--- src/rtl/uart_pkg.sv ---
// uart_pkg
//   Shared definitions for the UART transmit and receive blocks.
//   - UART_CLK_FREQ / UART_BAUD_RATE : default core clock and line rate.
//   - UART_DATA_BITS                 : payload bits per 8N1 frame.
//   - uart_rx_state_e                : receiver FSM states.
//   - uart_clks_per_bit()            : truncating clocks-per-bit divider.
package uart_pkg;

  localparam int unsigned UART_CLK_FREQ  = 100_000_000;
  localparam int unsigned UART_BAUD_RATE = 115_200;
  localparam int unsigned UART_DATA_BITS = 8;

  typedef enum logic [1:0] {
    IDLE  = 2'd0,
    START = 2'd1,
    DATA  = 2'd2,
    STOP  = 2'd3
  } uart_rx_state_e;

  // Whole core clocks per serial bit; the fractional part is dropped.
  function automatic int unsigned uart_clks_per_bit(input int unsigned clk_freq,
                                                    input int unsigned baud_rate);
    return clk_freq / baud_rate;
  endfunction

endpackage

--- src/rtl/uart_rx_sync.sv ---
// uart_rx_sync
//   Brings the asynchronous serial line into the core clock domain and
//   flags falling edges of the synchronised level.
//   Ports:
//     clk_i        in  core clock
//     rst_ni       in  async active-low reset
//     rx_i         in  raw serial line (idle high, asynchronous)
//     rx_sync_o    out synchronised line level (resets to idle = 1)
//     fall_edge_o  out 1 for one cycle when the synchronised level goes 1->0
module uart_rx_sync (
  input  logic clk_i,
  input  logic rst_ni,
  input  logic rx_i,
  output logic rx_sync_o,
  output logic fall_edge_o
);

  logic meta_q;
  logic sync_q;
  logic hist_q;

  // All three flops reset to the idle-line level so that releasing reset
  // can never manufacture a start edge.
  always_ff @(posedge clk_i or negedge rst_ni) begin
    if (!rst_ni) begin
      meta_q <= 1'b1;
      sync_q <= 1'b1;
      hist_q <= 1'b1;
    end else begin
      meta_q <= rx_i;
      sync_q <= meta_q;
      hist_q <= sync_q;
    end
  end

  assign rx_sync_o   = sync_q;
  assign fall_edge_o = hist_q & ~sync_q;

endmodule

--- src/rtl/uart_rx.sv ---
// uart_rx
//   8N1 asynchronous serial receiver. Each bit is sampled at its centre
//   using a baud counter started from the synchronised start edge; received
//   bytes are offered on a single-entry valid/ready holding register.
//   Ports:
//     sys_clk_i         in  core clock
//     sys_rstn_i        in  async active-low reset
//     uart_rx_i         in  serial line, idle high, asynchronous
//     uart_dat_o        out received byte, meaningful while uart_valid_o=1
//     uart_valid_o      out holding register full
//     uart_ready_i      in  consumer takes the byte on valid&ready
//     uart_frame_err_o  out one-cycle pulse: stop bit sampled low
//     uart_overrun_o    out one-cycle pulse: completed byte dropped (register full)
//     uart_busy_o       out receiver FSM is not idle
module uart_rx
  import uart_pkg::*;
#(
  parameter int unsigned CLK_FREQ     = UART_CLK_FREQ,
  parameter int unsigned BAUD_RATE    = UART_BAUD_RATE,
  parameter int unsigned CLKS_PER_BIT = uart_clks_per_bit(CLK_FREQ, BAUD_RATE),
  parameter int unsigned HALF_BIT     = CLKS_PER_BIT / 2
) (
  input  logic       sys_clk_i,
  input  logic       sys_rstn_i,
  input  logic       uart_rx_i,
  output logic [7:0] uart_dat_o,
  output logic       uart_valid_o,
  input  logic       uart_ready_i,
  output logic       uart_frame_err_o,
  output logic       uart_overrun_o,
  output logic       uart_busy_o
);

  if (CLKS_PER_BIT < 4) begin : g_cfg_check
    $error("uart_rx: CLKS_PER_BIT must be at least 4");
  end

  localparam int unsigned      CNT_W     = $clog2(CLKS_PER_BIT);
  localparam logic [CNT_W-1:0] BIT_LAST  = CNT_W'(CLKS_PER_BIT - 1);
  localparam logic [CNT_W-1:0] HALF_LAST = CNT_W'(HALF_BIT - 1);

  logic rx_sync;
  logic fall_edge;

  uart_rx_sync u_sync (
    .clk_i       (sys_clk_i),
    .rst_ni      (sys_rstn_i),
    .rx_i        (uart_rx_i),
    .rx_sync_o   (rx_sync),
    .fall_edge_o (fall_edge)
  );

  uart_rx_state_e   state_q, state_d;
  logic [CNT_W-1:0] cnt_q, cnt_d;
  logic [2:0]       bit_idx_q, bit_idx_d;
  logic [7:0]       shift_q, shift_d;
  logic [7:0]       dat_q, dat_d;
  logic             valid_q, valid_d;
  logic             ferr_q, ferr_d;
  logic             ovr_q, ovr_d;

  logic half_tick;
  logic bit_tick;
  logic data_sample;
  logic stop_sample;
  logic byte_done;
  logic frame_bad;
  logic consume;

  // Counter events fire one cycle early so the registered action lands
  // exactly HALF_BIT / CLKS_PER_BIT cycles after the counter was cleared.
  assign half_tick   = (cnt_q == HALF_LAST);
  assign bit_tick    = (cnt_q == BIT_LAST);
  assign data_sample = (state_q == DATA) && bit_tick;
  assign stop_sample = (state_q == STOP) && bit_tick;
  assign byte_done   = stop_sample &&  rx_sync;
  assign frame_bad   = stop_sample && !rx_sync;
  assign consume     = valid_q && uart_ready_i;

  // FSM state register
  always_ff @(posedge sys_clk_i or negedge sys_rstn_i) begin
    if (!sys_rstn_i) begin
      state_q <= IDLE;
    end else begin
      state_q <= state_d;
    end
  end

  // FSM next-state logic. STOP returns to IDLE at the stop-sample cycle,
  // half a bit early, so a following start bit with zero idle is caught.
  always_comb begin
    state_d = state_q;
    unique case (state_q)
      IDLE:  if (fall_edge) state_d = START;
      START: if (half_tick) state_d = rx_sync ? IDLE : DATA;
      DATA:  if (bit_tick && (bit_idx_q == 3'd7)) state_d = STOP;
      STOP:  if (bit_tick) state_d = IDLE;
      default: state_d = IDLE;
    endcase
  end

  // FSM output / datapath next-state logic
  always_comb begin
    cnt_d     = cnt_q + CNT_W'(1);
    bit_idx_d = bit_idx_q;
    shift_d   = shift_q;
    dat_d     = dat_q;
    valid_d   = valid_q;
    ferr_d    = frame_bad;
    ovr_d     = 1'b0;

    // Counter restarts on every state change and after each data sample;
    // it is parked at zero while idle.
    if ((state_d != state_q) || (state_q == IDLE) || data_sample) begin
      cnt_d = '0;
    end

    if ((state_d == DATA) && (state_q != DATA)) begin
      bit_idx_d = 3'd0;
    end

    // LSB arrives first, so shift in from the top.
    if (data_sample) begin
      shift_d   = {rx_sync, shift_q[7:1]};
      bit_idx_d = bit_idx_q + 3'd1;
    end

    // A byte completing in the same cycle the old one is taken replaces it.
    if (byte_done) begin
      if (!valid_q || consume) begin
        dat_d   = shift_q;
        valid_d = 1'b1;
      end else begin
        ovr_d = 1'b1;
      end
    end else if (consume) begin
      valid_d = 1'b0;
    end
  end

  always_ff @(posedge sys_clk_i or negedge sys_rstn_i) begin
    if (!sys_rstn_i) begin
      cnt_q     <= '0;
      bit_idx_q <= 3'd0;
      shift_q   <= 8'h00;
      dat_q     <= 8'h00;
      valid_q   <= 1'b0;
      ferr_q    <= 1'b0;
      ovr_q     <= 1'b0;
    end else begin
      cnt_q     <= cnt_d;
      bit_idx_q <= bit_idx_d;
      shift_q   <= shift_d;
      dat_q     <= dat_d;
      valid_q   <= valid_d;
      ferr_q    <= ferr_d;
      ovr_q     <= ovr_d;
    end
  end

  assign uart_dat_o       = dat_q;
  assign uart_valid_o     = valid_q;
  assign uart_frame_err_o = ferr_q;
  assign uart_overrun_o   = ovr_q;
  assign uart_busy_o      = (state_q != IDLE);

endmodule

--- config.mk ---
export PLATFORM = sky130hd
export DESIGN_NAME = uart_rx
export DESIGN_NICKNAME = d
export VERILOG_FILES = /design/src/rtl/uart_pkg.sv /design/src/rtl/uart_rx_sync.sv /design/src/rtl/uart_rx.sv
export SDC_FILE = /design/constraint.sdc
export NUM_CORES = 1
export LEC_CHECK = 0
export ABC_AREA = 0
export CAP_MARGIN = 20
export CORE_UTILIZATION = 45
export CTS_BUF_LIST = sky130_fd_sc_hd__clkbuf_16
export DETAILED_ROUTE_END_ITERATION = 8
export PLACE_DENSITY_LB_ADDON = 0.1
export SYNTH_ARGS = -nofsm -noshare
export SYNTH_HDL_FRONTEND = slang
export SYNTH_HIERARCHICAL = 1
export SYNTH_SLANG_ARGS = --single-unit
export TNS_END_PERCENT = 50
--- constraint.sdc ---
create_clock -name sys_clk_i -period 1.55 [get_ports sys_clk_i]
set_input_delay 0.3875 -clock sys_clk_i [delete_from_list [all_inputs] [get_ports sys_clk_i]]
set_output_delay 0.3875 -clock sys_clk_i [all_outputs]
set_load 0.01 [all_outputs]
### After elaboration in Yosys (flattened, before gate mapping)

Index checks and enable logic that the tools add are counted.

* add/sub/neg operators: 2
* equality and inequality tests: 10
* multiplexer cells: 14
* bitwise gates (word level): 2
* reductions and logical operators: 18

Operator list (number)
* $add 10x1->10 const B: 1
* $eq 10x10->1 const B: 1
* $eq 10x9->1 const B: 1
* $mux 10: 1
* $mux 2: 5
* $pmux 2 s4: 1
* $logic_and 1x1->1: 7
* $eq 2x2->1 const B: 3
* $mux 3: 2
* $reduce_bool 2->1: 3
* $mux 1: 5
* $reduce_and 2->1: 2
* $add 3x1->3 const B: 1
* $eq 3x3->1 const B: 1
* $logic_or 1x1->1: 3
* $eq 2x1->1 const B: 1
* $logic_not 1->1: 2
* $logic_not 2->1: 1
* $ne 2x1->1 const B: 1
* $ne 2x2->1: 1
* $ne 2x2->1 const B: 1
* $and 1x1->1: 1
* $not 1->1: 1

* flip-flop bits (word level): 37
* bits of input ports: 4
* word-level logic and storage cells: 57

### Longest topological paths before layout

Gate-level depths: netlist of run 1.

* word-level depth: 8
* mapped depth: 6
* depth with buffers taken out: 5

### Cells and area by module

The synthesis of run 1 kept the hierarchy.

Modules (own cells, without submodules)
* uart_rx: instances 1, cells an instance 123, area an instance 1515.2 µm², seq. area each 850.8 µm²
* uart_rx_sync: instances 1, cells an instance 4, area an instance 92.6 µm², seq. area each 78.8 µm²

### Least setup slack after synthesis of run 1

No wires, ideal clock.

* path kind: register -> register
* start point: register cnt_q[4]
* end point: register dat_q[0] (netlist: uart_dat_o[0])
* arrival: 1384 ps
* setup slack: 42 ps
* cell stages (with the launch flop): 6
* cell sequence: dfrtp_1 -> and4bb_2 -> and3_1 -> buf_6 -> nand3_4 -> mux2_2

* word-level cells in the longest chain between the ends: 4

RTL lines
* start: declaration: line uart_rx.sv:54 `logic [CNT_W-1:0] cnt_q, cnt_d;`
* start signal: assignment: line uart_rx.sv:151 `cnt_q <= cnt_d;`
* $eq 10x10->1: line uart_rx.sv:73 `assign bit_tick = (cnt_q == BIT_LAST);`
* $logic_and 1x1->1: line uart_rx.sv:75 `assign stop_sample = (state_q == STOP) && bit_tick;`
* $logic_and 1x1->1: line uart_rx.sv:76 `assign byte_done = stop_sample && rx_sync;`
* $reduce_and 2->1 (no line)
* end signal: assignment: line uart_rx.sv:154 `dat_q <= dat_d;`
* end: declaration: line uart_rx.sv:57 `logic [7:0] dat_q, dat_d;`

Every way passes these cells.
A chain may end at the register's enable or synchronous reset.

### Worst setup path after layout of run 1

* start point: register cnt_q[2]
* end point: register dat_q[5] (netlist: uart_dat_o[5])

The elaborated chain is that of the path after synthesis.

==> flow_summary.ini, run 1 <==
[status]
run_status = finished, final reports clean

[placed_design]
cell_area_after_placement_um2 = 1930
place.detailed.hpwl_mm = 1.90
globalplace.congestion = 0.716
port_buffers = 15
post-place-ws_ps = -201

[grt]
antenna_found_initial = 0
grt-ovfl-total = 0
first_global_vias = 1079
grt_first_pass_wirelength_mm = 4.82
global_route_total_usage_across_every_layer_pct = 18.1
pin_count_of_the_biggest_net_entering_global_routing = 38

[finish]
fraction_of_layout_instances_using_a_drive_strength_above_1_pct = 35.2
n_antenna_cell = 0
postLayoutCellArea_um2 = 2110
layout.cells.most_common = sky130_fd_sc_hd__dfrtp_1
total_nets_final = 172
layout.cells.most_common_list = sky130_fd_sc_hd__dfrtp_1 (34), sky130_fd_sc_hd__buf_4 (17), sky130_fd_sc_hd__mux2_2 (15)
layout-area-overhead-vs-synth_pct = 31.1

[timing]
finalHoldViolations = 0
post-route-min-period_ps = 1520
slew_headroom_pct = 81.9
timing.setup.tns_ps = 0
finalCritPeriodShare_pct = 98.2
worst_pin_slew_ps = 270
grt_setup_unrepaired = yes
finalMaxSlewViolations = 0
finalHoldWorstSlack_ps = 356
final.setup.worst_slack_ps = 28.4
final.setup_skew_ps = 6.30
achievable-frequency_mhz = 657
setup-violations-final = 0

[synthesis]
ys_seq_area_share_pct = 57.8
synthDistinctLibCells = 33
synthesis.area_um2 = 1610
ys_seq_elements = 37
avgSynthCellArea_um2 = 12.7
yosys_warnings = 6
post_synthesis_cells = 127
postSynthNetCount = 135

[worst_hold_path]
worst_hold_class = flop to flop
whs_path_depth = 0

[power]
power.density_nw_per_um2 = 1220
lkg_pwr_nw = 1.13
vdd_ir_drop_max_mv = 0.829

[route]
antenna_violating_nets_post_route = 0
postRouteWirelength_mm = 2.81
routed_wirelength_normalized_by_instance_count_um = 13.3
detailroute.via_count = 1072
drt_pre_antenna_iters = 4
drt_first_iter_violations = 13
drt-vias-per-instance = 5.08
drc = 0

[clocking]
cts_max_path_buffers = 2
insertion_delay_ps = 280
clock_tree.htree_level_count = 2
clk_root_buffer_cell = sky130_fd_sc_hd__clkbuf_16
tritoncts.num_buffers = 5
cts_hold_repair.buffers = 0
tritoncts = done
cts_num_sinks = 37
clk_pin_slew_worst_paths_ps = 50

[critical_path]
worst_ep_arrival_time_ps = 1690
startpoint_type = flop
end_kind = flop
critPathMaxFanout = 8
required_ps = 1710
reg2reg_depth = 4
critical_path_class = flop to flop

[floorplanning]
initial_core_util_pct = 47.4
floorplan.die_area_um2 = 3820
core.rowCount = 21
die-height_um = 61.8
number_of_top_level_design_ports = 16
die_w_um = 61.8
fp.coreArea_um2 = 3390

[run]
timing.max_cap.violations = 0
worst max-delay path, cell delays in order, from the launching register on:
cell and delay [ps]:
sky130_fd_sc_hd__dfrtp_1 410, sky130_fd_sc_hd__and4bb_2 340, sky130_fd_sc_hd__and3_4 210, sky130_fd_sc_hd__nand3_4 140, sky130_fd_sc_hd__mux2_2 300
path summary, 6_finish.rpt:
check | start | end | slack, ps
max reg2reg | cnt_q[2] | uart_dat_o[5] | 30
max in group asynchronous | sys_rstn_i | u_sync/meta_q | 810
min in group asynchronous | sys_rstn_i | uart_dat_o[0] | 490
max | cnt_q[2] | uart_dat_o[5] | 30
min | u_sync/meta_q | u_sync/rx_sync_o | 360
min reg2reg | u_sync/meta_q | u_sync/rx_sync_o | 360
synthesized netlist by cell type, drive strengths merged:
| master | n | area share, % |
|---|---|---|
| a21bo | 1 | 0.62 |
| a21oi | 1 | 0.31 |
| a31oi | 2 | 0.78 |
| and3 | 2 | 0.86 |
| and4 | 2 | 1.1 |
| and4b | 1 | 0.70 |
| and4bb | 2 | 1.6 |
| buf | 4 | 1.8 |
| dfrtp | 34 | 53 |
| dfstp | 3 | 4.9 |
| ha | 4 | 3.1 |
| inv | 2 | 0.47 |
| mux2 | 16 | 11 |
| mux2i | 1 | 0.62 |
| nand2 | 7 | 1.6 |
| nand3 | 11 | 4.2 |
| nand3b | 1 | 0.47 |
| nand4 | 4 | 1.6 |
| nor2 | 13 | 3.0 |
| nor2b | 2 | 1.2 |
| nor3b | 1 | 0.47 |
| nor4 | 1 | 0.39 |
| o211ai | 1 | 0.47 |
| o21ai | 1 | 0.31 |
| or2 | 1 | 0.39 |
| or2b | 1 | 0.54 |
| xnor2 | 3 | 1.6 |
| xor2 | 5 | 2.7 |
logic make-up after synthesis:
group	count (synthesis)	synth area share (%)
flip-flops	37	57.8
AND/OR/NAND/NOR	49	18.1
AO/OA/AOI/OAI	6	2.49
XOR/XNOR	8	4.36
multiplexers	17	11.8
adder cells (fa/ha/maj)	4	3.11
buffers and inverters	6	2.26
sequential cells by signal (all words and copies together), names as in the netlist:
name	count
uart_dat_o	8
u_sync/meta_q	1
cnt_q	10
shift_q	8
u_sync/hist_q	1
uart_valid_o	1
u_sync/rx_sync_o	1
uart_overrun_o	1
state_q	2
uart_frame_err_o	1
bit_idx_q	3
area by class of cell:
type                       count  area [um^2]
tap                           46         57.6
clock buffer                   5          125
sequential                    37          930
inverter                       2         7.51
fill                         286         1280
clock inverter                 3         17.5
timing repair buffer          34          309
multi-input combinational     84          661
where the power goes:
group / internal, mW / switching, mW / total, mW
logic: 0.237 / 0.223 / 0.460
clock network: 0.588 / 0.371 / 0.960
registers: 1.06 / 0.0772 / 1.14
total: 1.89 / 0.671 / 2.56
routing by layer:
metal  wire length (um)  GRT usage [%]  vias to the layer above
met2               1240           26.3                       18
li1                   -              -                      521
met4                 86           8.89                        0
met1               1380           23.8                      524
met5                  0              0                        -
met3                103           6.83                        9
repair_timing:
item,in CTS,in global routing
resized for setup,10,10
setup buffers,0,1
pin swaps,1,1
endpoints found under the setup margin,15,31
through the flow:
step	std cells	util [%]	total power [mW]
detailed placement	202	57.1	1.60
finish	211	62.2	2.56
CTS	210	61.2	2.58
global route	211	62.2	2.71
floorplan	127	-	1.37
global placement	202	57.1	1.58
Note: power is estimated with default switching activity, not from simulation.
==> run 2: changes to the inputs <==
Settings changed: MAX_ROUTING_LAYER from default to met4.
==> flow_summary.ini, run 2 (synthesis gave the netlist of run 1 again) <==
[status]
run_status = finished, final reports clean

[critical_path]
critical_path_class = flop to flop
startpoint_type = flop
end_kind = flop
critPathMaxFanout = 8
worst_ep_arrival_time_ps = 1690
required_ps = 1710

[placed_design]
globalplace.congestion = 0.725
cell_area_after_placement_um2 = 1930
place.detailed.hpwl_mm = 1.90
port_buffers = 15

[finish]
max_flop_register = cnt_q
layout.cells.most_common = sky130_fd_sc_hd__dfrtp_1
fraction_of_layout_instances_using_a_drive_strength_above_1_pct = 35.2
total_nets_final = 172
number_of_flip_flops_under_the_largest_register_name = 10
layout.cells.most_common_list = sky130_fd_sc_hd__dfrtp_1 (34), sky130_fd_sc_hd__buf_4 (17), sky130_fd_sc_hd__mux2_2 (15)
layout-area-overhead-vs-synth_pct = 31.1
postLayoutCellArea_um2 = 2110
n_antenna_cell = 0

[route]
drt_pre_antenna_iters = 4
drc = 0
antenna_violating_nets_post_route = 0
drt_first_iter_violations = 13
detailroute.via_count = 1072
routed_wirelength_normalized_by_instance_count_um = 13.3
drt-vias-per-instance = 5.08
postRouteWirelength_mm = 2.81

[clocking]
clock_tree.htree_level_count = 2
clk_pin_slew_worst_paths_ps = 50
clk_root_buffer_cell = sky130_fd_sc_hd__clkbuf_16
cts_num_sinks = 37
tritoncts = done
cts_max_path_buffers = 2
tritoncts.num_buffers = 5
insertion_delay_ps = 280

[floorplanning]
floorplan.die_area_um2 = 3820
die_w_um = 61.8
core.rowCount = 21
fp.coreArea_um2 = 3390
number_of_top_level_design_ports = 16
die-height_um = 61.8
initial_core_util_pct = 47.4

[grt]
grt-ovfl-total = 0
antenna_found_initial = 0
grt_first_pass_wirelength_mm = 4.82
first_global_vias = 1079
global_route_total_usage_across_every_layer_pct = 18.6
pin_count_of_the_biggest_net_entering_global_routing = 38

[timing]
post-route-min-period_ps = 1520
final.setup_skew_ps = 6.30
achievable-frequency_mhz = 657
worst_pin_slew_ps = 270
grt_setup_unrepaired = yes
finalMaxSlewViolations = 0
finalCritPeriodShare_pct = 98.2
timing.setup.tns_ps = 0
setup-violations-final = 0
finalHoldViolations = 0
slew_headroom_pct = 81.9

[worst_hold_path]
worst_hold_class = flop to flop

[power]
vdd_ir_drop_max_mv = 0.829
power.density_nw_per_um2 = 1220
lkg_pwr_nw = 1.13
fin_total_pwr_mw = 2.56

[run]
timing.max_cap.violations = 0
## run 2: cell counts in the layout (fill, tap and decap cells not counted)
No cell type changed its count.
## run 2: cell type report
cell class	count	area [um^2]
Timing Repair Buffer	34	309
Clock inverter	3	17.5
Inverter	2	7.51
Sequential cell	37	930
Clock buffer	5	125
Tap cell	46	57.6
Fill cell	286	1280
Multi-Input combinational cell	84	661
## run 2: worst paths after layout
path,from,end,slack (ps),cells after the start
max in group asynchronous,sys_rstn_i,u_sync/meta_q,810,2
setup / recovery,cnt_q[2],uart_dat_o[5],30,4
hold / removal,u_sync/meta_q,u_sync/rx_sync_o,360,0
setup reg to reg,cnt_q[2],uart_dat_o[5],30,4
hold reg to reg,u_sync/meta_q,u_sync/rx_sync_o,360,0
min in group asynchronous,sys_rstn_i,uart_dat_o[0],490,2
## run 2: critical path, stage by stage, from the launching register on
cell and delay [ps]:
sky130_fd_sc_hd__dfrtp_1 410, sky130_fd_sc_hd__and4bb_2 340, sky130_fd_sc_hd__and3_4 210, sky130_fd_sc_hd__nand3_4 140
sky130_fd_sc_hd__mux2_2 300
## run 2: metal layers
layer | track usage [%] | vias to the layer above | part of all wire, %
met5 | - | - | 0
met4 | 8.89 | 0 | 3.0
met3 | 6.83 | 9 | 3.7
met2 | 26.3 | 18 | 44
met1 | 23.8 | 524 | 49
li1 | - | 521 | -
## run 2: timing repair
action	CTS	global route
pin swaps	1	1
setup endpoints to repair	15	31
gates resized for setup	10	10
buffers inserted	0	1
hold buffers	0	0
cloned	0	0
## run 2: per-stage QoR
stage / utilization (%) / hold slack [ps] / std cells / setup slack [ps]
2_1_floorplan: - / 91.9 / 127 / 41.6
3_3_place_gp: 57.1 / 347 / 202 / -187
3_5_place_dp: 57.1 / 348 / 202 / -201
4_1_cts: 61.2 / 356 / 210 / -2.63
5_1_grt: 62.2 / 363 / 211 / -22.3
6_report: 62.2 / 356 / 211 / 28.4
## run 2: power by group
group          leakage, nW  internal, mW  switching, mW
combinational        0.572         0.237          0.223
clock               0.0712         0.588          0.371
sequential           0.488          1.06         0.0772
total                 1.13          1.89          0.671
==> run 3: changes to the inputs <==
--- a/config.mk
+++ b/config.mk
@@ -9,3 +9,5 @@
 export CAP_MARGIN = 20
-export CORE_UTILIZATION = 45
+export CELL_PAD_IN_SITES_DETAIL_PLACEMENT = 1
+export CELL_PAD_IN_SITES_GLOBAL_PLACEMENT = 1
+export CORE_UTILIZATION = 41
 export CTS_BUF_LIST = sky130_fd_sc_hd__clkbuf_16
@@ -14,2 +16,3 @@
 export PLACE_DENSITY_LB_ADDON = 0.1
+export SLEW_MARGIN = 15
 export SYNTH_ARGS = -nofsm -noshare
==> constraint.sdc (replaced) <==
create_clock -name sys_clk_i -period 1.55 [get_ports sys_clk_i]
set_input_delay 0.2325 -clock sys_clk_i [delete_from_list [all_inputs] [get_ports sys_clk_i]]
set_output_delay 0.2325 -clock sys_clk_i [all_outputs]
set_load 0.01 [all_outputs]
==> flow_summary.ini, run 3 (synthesis gave the netlist of run 1 again) <==
[status]
run_status = finished, final reports clean

[placed_design]
place.detailed.hpwl_mm = 2.47
port_buffers = 15
globalplace.congestion = 0.831

[floorplanning]
die_w_um = 64.6
fp.coreArea_um2 = 3720
initial_core_util_pct = 43.3
floorplan.die_area_um2 = 4180
die-height_um = 64.6
number_of_top_level_design_ports = 16
core.rowCount = 22

[finish]
layout-area-overhead-vs-synth_pct = 33.6
n_antenna_cell = 0
fraction_of_layout_instances_using_a_drive_strength_above_1_pct = 36.3
max_flop_register = cnt_q
sequential_cell_area_um2 = 930
layout.cells.most_common = sky130_fd_sc_hd__dfrtp_1
area_taken_by_multi_input_logic_gates_um2 = 662
filler_cell_count = 398
total_nets_final = 175
number_of_flip_flops_under_the_largest_register_name = 10
layout.cells.most_common_list = sky130_fd_sc_hd__dfrtp_1 (34), sky130_fd_sc_hd__buf_4 (21), sky130_fd_sc_hd__mux2_2 (16)

[timing]
grt_setup_unrepaired = yes
final.setup_skew_ps = 3.01
slew_headroom_pct = 73.3
finalHoldViolations = 0
achievable-frequency_mhz = 648
post-route-min-period_ps = 1540
finalHoldWorstSlack_ps = 246
worst_pin_slew_ps = 399
setup-violations-final = 0
finalMaxSlewViolations = 0
finalCritPeriodShare_pct = 99.5

[grt]
groute.layer.met1.usage_pct = 24.1
busiest_layer = met2
grt.met2_usage_pct = 29.3
globalRouteMet3Util_pct = 6.34
pin_count_of_the_biggest_net_entering_global_routing = 14
first_global_vias = 1188
grt_first_pass_wirelength_mm = 5.75
global_route_total_usage_across_every_layer_pct = 19.6
grt-ovfl-total = 0
antenna_found_initial = 0

[power]
net-switching-power_mw = 0.676
netSwitchingFraction_pct = 24.8
share_clk_of_total_power_pct = 40.6
seqPwrFrac_pct = 41.9
lkg_pwr_nw = 1.03
comb_power_share_pct = 17.5
power.density_nw_per_um2 = 1270
fin_total_pwr_mw = 2.73
internal_power_mw = 2.05
vdd_ir_drop_max_mv = 0.923

[clocking]
insertion_delay_ps = 280
clk_pin_slew_worst_paths_ps = 50
clk_root_buffer_cell = sky130_fd_sc_hd__clkbuf_16
cts_num_sinks = 37
tritoncts = done
cts_hold_repair.buffers = 0
cts_max_path_buffers = 2
tritoncts.num_buffers = 5
clock_tree.htree_level_count = 2

[route]
drt_first_iter_violations = 45
antenna_violating_nets_post_route = 0
drc = 0
postRouteWirelength_mm = 3.40
drt-vias-per-instance = 5.07
detailroute.via_count = 1096
routed_wirelength_normalized_by_instance_count_um = 15.7
drt_pre_antenna_iters = 3

[critical_path]
end_kind = flop
required_ps = 1710
startpoint_type = flop
worst_ep_arrival_time_ps = 1700
critical_path_class = flop to flop
critPathMaxFanout = 8

[worst_hold_path]
worst_hold_class = input pin to async pin

[run]
timing.max_cap.violations = 0
[run 3: repair_timing]
action / CTS / global route
resized for setup: 2 / 4
setup endpoints to repair: 9 / 29
setup buffers: 1 / 2
gates cloned: 0 / 0
pin swaps: 0 / 1
[run 3: metal layers]
layer / vias to the layer above / routed length, um
met3: 7 / 107
li1: 522 / -
met5: - / 0
met2: 16 / 1640
met1: 551 / 1580
met4: 0 / 66
[run 3: cell type report]
| type | instances | area share (%) |
|---|---|---|
| Sequential cell | 37 | 43.3 |
| Multi-Input combinational cell | 84 | 30.8 |
| Clock inverter | 3 | 1.75 |
| Tap cell | 48 | 2.80 |
| Inverter | 2 | 0.349 |
| Clock buffer | 5 | 5.82 |
| Timing Repair Buffer | 37 | 15.2 |
[run 3: power by group through the flow]
stage	registers [mW]	logic, mW	clock network, mW
finish	1.14	0.478	1.11
CTS	1.14	0.470	1.13
floorplan	1.18	0.190	0
global placement	1.14	0.439	0
detailed placement	1.15	0.465	0
global route	1.16	0.533	1.17
[run 3: critical path, stage by stage, from the launching register on]
cell                       delay [ps]
sky130_fd_sc_hd__dfrtp_1          410
sky130_fd_sc_hd__and4bb_2         360
sky130_fd_sc_hd__and3_4           220
sky130_fd_sc_hd__nand3_4          130
sky130_fd_sc_hd__mux2_2           310
[run 3: final timing paths]
check	from	end	slack, ps	depth (start not counted)
setup / recovery	cnt_q[2]	uart_dat_o[6]	7	4
hold / removal	sys_rstn_i	uart_overrun_o	250	1
setup reg to reg	cnt_q[2]	uart_dat_o[6]	7	4
hold reg to reg	u_sync/meta_q	u_sync/rx_sync_o	360	0
max in group asynchronous	sys_rstn_i	uart_dat_o[5]	800	2
min in group sys_clk_i	u_sync/meta_q	u_sync/rx_sync_o	360	0
[run 3: metrics by stage]
| step | cell area, um^2 | std cells | worst slack, ps | utilization (%) | setup TNS (ps) |
|---|---|---|---|---|---|
| floorplan | 1610 | 127 | 41.6 | - | 0 |
| global placement | 1940 | 205 | -36.9 | 52.3 | -286 |
| detailed placement | 1940 | 205 | -66.8 | 52.3 | -446 |
| CTS | 2120 | 214 | 26.1 | 57.0 | 0 |
| global route | 2150 | 216 | -61.8 | 57.8 | -363 |
| finish | 2150 | 216 | 7.06 | 57.8 | 0 |
